`config.mk`:
```
export PLATFORM = sky130hd
export DESIGN_NAME = fifo_uart_framer
export DESIGN_NICKNAME = d
export VERILOG_FILES = /design/src/rtl/fifo_uart_framer.sv
export SDC_FILE = /design/constraint.sdc
export NUM_CORES = 1
export LEC_CHECK = 0
export ABC_CLOCK_PERIOD_IN_PS = 2000
export BUFFER_PORTS_ARGS = -buffer_cell sky130_fd_sc_hd__buf_2
export CAP_MARGIN = 20
export CORE_ASPECT_RATIO = 1.5
export CORE_UTILIZATION = 50
export DETAILED_ROUTE_END_ITERATION = 7
export PLACE_DENSITY = 0.86
export SKIP_CTS_REPAIR_TIMING = 1
export SYNTH_ARGS = -nofsm -noshare
export SYNTH_HDL_FRONTEND = slang
export SYNTH_SLANG_ARGS = --single-unit
```
`constraint.sdc`:
```
create_clock -name clk_50 -period 2 [get_ports clk_50]
set_clock_uncertainty 0.1 [all_clocks]
set_input_delay 0.2 -clock clk_50 [delete_from_list [all_inputs] [get_ports clk_50]]
set_output_delay 0.2 -clock clk_50 [all_outputs]
set_load 0.01 [all_outputs]
```
`src/rtl/fifo_uart_framer.sv`:
```
// Frames each 32-bit FIFO word as HEADER, four data bytes (MSB first) and an
// XOR checksum, handing bytes to a UART transmitter with a busy handshake.
module fifo_uart_framer #(
  parameter logic [7:0]  HEADER      = 8'hA5,
  parameter int unsigned ACK_TIMEOUT = 255
) (
  input  logic        clk_50,
  input  logic        clr,
  input  logic        enable,
  input  logic [31:0] fifo_q,
  input  logic        fifo_empty,
  output logic        fifo_rdreq,
  input  logic        tx_busy,
  output logic [7:0]  tx_data,
  output logic        tx_wr_en,
  output logic        frame_active,
  output logic [15:0] frame_count,
  output logic        timeout_err
);

  localparam int unsigned    TW       = (ACK_TIMEOUT < 2) ? 1 : $clog2(ACK_TIMEOUT + 1);
  localparam logic [TW-1:0]  TMO_LAST = TW'(ACK_TIMEOUT - 1);

  typedef enum logic [2:0] {
    IDLE, READ, LATCH, LOAD, WAIT_BUSY, WAIT_DONE, NEXT, DONE
  } state_t;

  state_t         state_q, state_d;
  logic [31:0]    word_q, word_d;
  logic [2:0]     idx_q, idx_d;
  logic [TW-1:0]  tmo_q, tmo_d;
  logic [7:0]     txd_q, txd_d;
  logic [15:0]    frame_count_q, frame_count_d;
  logic           err_q, err_d;
  logic [7:0]     cksum;
  logic [7:0]     sel_byte;

  always_comb begin
    cksum = word_q[31:24] ^ word_q[23:16] ^ word_q[15:8] ^ word_q[7:0];
    case (idx_q)
      3'd0:    sel_byte = HEADER;
      3'd1:    sel_byte = word_q[31:24];
      3'd2:    sel_byte = word_q[23:16];
      3'd3:    sel_byte = word_q[15:8];
      3'd4:    sel_byte = word_q[7:0];
      3'd5:    sel_byte = cksum;
      default: sel_byte = 8'h00;
    endcase
  end

  always_ff @(posedge clk_50 or negedge clr) begin
    if (!clr) begin
      state_q       <= IDLE;
      word_q        <= '0;
      idx_q         <= '0;
      tmo_q         <= '0;
      txd_q         <= '0;
      frame_count_q <= '0;
      err_q         <= 1'b0;
    end else begin
      state_q       <= state_d;
      word_q        <= word_d;
      idx_q         <= idx_d;
      tmo_q         <= tmo_d;
      txd_q         <= txd_d;
      frame_count_q <= frame_count_d;
      err_q         <= err_d;
    end
  end

  always_comb begin
    state_d       = state_q;
    word_d        = word_q;
    idx_d         = idx_q;
    tmo_d         = tmo_q;
    txd_d         = txd_q;
    frame_count_d = frame_count_q;
    err_d         = err_q;
    case (state_q)
      IDLE:      if (enable && !fifo_empty && !tx_busy) state_d = READ;
      READ:      state_d = LATCH;
      LATCH: begin
        word_d  = fifo_q;
        idx_d   = '0;
        state_d = LOAD;
      end
      LOAD: begin
        txd_d   = sel_byte;
        tmo_d   = '0;
        state_d = WAIT_BUSY;
      end
      WAIT_BUSY: begin
        if (tx_busy) begin
          state_d = WAIT_DONE;
        end else begin
          tmo_d = tmo_q + 1'b1;
          // Last count reaches ACK_TIMEOUT: give up on the ack and move on.
          if (tmo_q == TMO_LAST) begin
            err_d   = 1'b1;
            state_d = NEXT;
          end
        end
      end
      WAIT_DONE: if (!tx_busy) state_d = NEXT;
      NEXT: begin
        if (idx_q == 3'd5) begin
          state_d = DONE;
        end else begin
          idx_d   = idx_q + 3'd1;
          state_d = LOAD;
        end
      end
      DONE: begin
        frame_count_d = frame_count_q + 16'd1;
        state_d       = IDLE;
      end
      default:   state_d = IDLE;
    endcase
  end

  // tx_data shows the selected byte during LOAD itself, then holds it.
  always_comb begin
    fifo_rdreq   = (state_q == READ) && !fifo_empty;
    tx_wr_en     = (state_q == LOAD);
    tx_data      = (state_q == LOAD) ? sel_byte : txd_q;
    frame_active = (state_q != IDLE);
    frame_count  = frame_count_q;
    timeout_err  = err_q;
  end

endmodule
```
==> impl_metrics.toml <==
[min_path]
min_path_type = "input pin to flip-flop"

[synth]
synth_largest_area_cell = "dfrtp_1"
synth_top_cell_area_share_pct = 51.2
netlist_area_um2 = 3470
synth.most_common_cell = "dfrtp_1"
synth_edf_count = 0
synthesis.nets = 351
ys_seq_elements = 71
synth_cell_types = 38
ys_seq_area_share_pct = 51.2
syn_avg_cell_area_um2 = 11.3
synthTopCellsByArea = "dfrtp_1, mux2_2, xnor2_1"
synthArstFlopShare_pct = 100
ys_warn_count = 0
syn_inst = 306
synthFlopType = "dfrtp_1"
synth.top_cells.by_count = "dfrtp_1, xnor2_1, mux2_2"

[floorplan]
die_area_um2 = 7290
rows = 36
die_h_um = 104
initial_core_util_pct = 52.4
core-area_um2 = 6620
fp.dieW_um = 70.0
num_io_pins = 65

[layout]
layout.nets = 459
n_antenna_cell = 0
fin_area_um2 = 4610
synthToLayoutAreaGrowth_pct = 32.7
layout-drive-gt1-share_pct = 40.3

[run_status]
violations = "hold timing, setup timing"
status = "complete, but fails checks"

[setup_path]
critPathMaxFanout = 7
endpoint_kind = "primary output"
cp_data_required_time_ps = 1700
start_kind = "flip-flop"
critPathArrivalTime_ps = 2050
critical_path_class = "flip-flop to primary output"

[timing]
hold_slack_ps = -11.7
fin_ws_ps = -351
max_freq_ghz = 0.425
rsz0062_at_grt = "yes"
fin_crit_sh_pct = 118
min_period_ps = 2350
finalMaxSlewViolations = 0
setup_viol = 8
relSlewSlack_pct = 63.2
worstMarginPinSlew_ps = 544
hold_viol_final = 10

[placement]
placed_area_um2 = 4050
dp_hpwl_um = 5390
numPortBuffers = 64
gp_congestion = 0.813

[routing]
wirelength_um = 7960
antenna_left = 0
drt_iter0_drc = 87
first_pass_iters = 4
num_vias = 2767
drc = 0
drt-wirelength-per-cell_um = 16.1
vias_per_cell = 5.59

[pwr]
p_leak_nw = 2.06
p_per_area_nw_per_um2 = 1470
ir_worst_vdd_mv = 1.01
p_total_w = 0.00679

[global_routing]
grt_max_degree = 43
grt_pass1_vias = 2752
grt_first_pass_wirelength_um = 12200
grt_overflow = 0
antenna_found_initial = 0
grt_usage_pct = 21.2

[cts]
clk_pin_slew_ps = 70
cts_inserted_buffers = 9
clock-root-buffer = "clkbuf_8"
htreeDepth = 3
clock_path_buffers = 2
clock_latency_ps = 350
cts_tree = "done"
cts.sinks = 71

[run]
cap_viol_max_count = 0
-- critical path, cell delays in order, from the launching register on --
cell and delay [ps]:
dfrtp_2 450, buf_4 160, ha_4 180, nor4_2 420, nor2_2 120, a22o_1 230
buf_2 140
-- stage by stage --
stage | setup TNS, ps | std cells | hold WS (ps) | worst slack (ps) | utilization [%]
6_report | -2690 | 495 | -11.7 | -351 | 69.6
3_3_place_gp | -15.7 | 457 | 120 | -15.7 | 61.2
2_1_floorplan | 0 | 306 | -196 | 12.9 | -
4_1_cts | -3900 | 473 | -252 | -511 | 64.1
3_5_place_dp | -836 | 457 | 114 | -125 | 61.2
5_1_grt | -3310 | 495 | -2.06 | -426 | 69.6
-- layout make-up --
| class | instances | area, um^2 |
|---|---|---|
| well taps | 76 | 95.1 |
| inverters | 7 | 26.3 |
| repair buffers | 110 | 756 |
| flip-flops and latches | 71 | 1780 |
| clock buffers | 12 | 145 |
| clock inverters | 4 | 45.0 |
| multi-input cells | 215 | 1760 |
| fillers | 439 | 2010 |
-- registers in the layout, summed over array words and instances, names as in the netlist --
| register | cells |
|---|---|
| frame_count | 16 |
| idx_q | 3 |
| state_q | 3 |
| timeout_err | 1 |
| tmo_q | 8 |
| txd_q | 8 |
| word_q | 32 |
-- layout by cell type (no fill, tap or decap), drive strengths merged, types with 6 or more instances in the layout --
| cell type | synthesis | final |
|---|---|---|
| o21ai | 10 | 10 |
| nand3 | 7 | 7 |
| dlygate4sd3 | 0 | 18 |
| nand2 | 19 | 19 |
| ha | 8 | 8 |
| xor2 | 8 | 8 |
| inv | 7 | 7 |
| nor2 | 17 | 17 |
| a22oi | 9 | 9 |
| a21oi | 12 | 12 |
| nand4 | 7 | 7 |
| buf | 5 | 92 |
| mux2 | 33 | 33 |
| xnor2 | 36 | 36 |
| a211oi | 6 | 6 |
| clkbuf | 8 | 12 |
| dfrtp | 71 | 71 |
-- kinds of logic (layout without fill, tap and decap cells) --
family                   Yosys count  in the layout  share of synthesized area (%)
AO/OA/AOI/OAI                     56             56                           11.0
XOR/XNOR                          44             44                           11.1
adder cells (fa/ha/maj)            8              8                           2.88
buffers and inverters             20            133                           2.34
flip-flops                        71             71                           51.2
multiplexers                      33             33                           10.7
AND/OR/NAND/NOR                   74             74                           10.8
-- layer usage --
metal,track usage (%),wire [um],vias up
met5,0,0,-
met4,12.1,243,0
met3,3.59,224,22
met2,37.2,4250,72
met1,23.7,3230,1357
li1,-,-,1316
-- path summary, 6_finish.rpt --
kind                                          from                       to  slack, ps  cells after the start
max                           idx_q[0]$_DFFE_PN0P_               tx_data[7]       -350                      6
min                                     fifo_q[21]   word_q[21]$_DFFE_PN0P_        -10                      2
max reg2reg                   idx_q[0]$_DFFE_PN0P_       txd_q[3]$_DFF_PN0_        110                      6
min reg2reg                timeout_err$_DFFE_PN0P_  timeout_err$_DFFE_PN0P_        370                      1
max in group asynchronous                      clr   word_q[18]$_DFFE_PN0P_       1190                      3
min in group asynchronous                      clr     tmo_q[2]$_DFFE_PN0P_        270                      3
-- power by group --
part           switching [W]  total (W)  internal [W]  leakage (nW)
Combinational        0.00147    0.00319       0.00172          1.07
Clock               0.000518    0.00112      0.000605         0.100
Sequential          0.000523    0.00248       0.00196         0.897
Power figures use the tool's default switching activity.
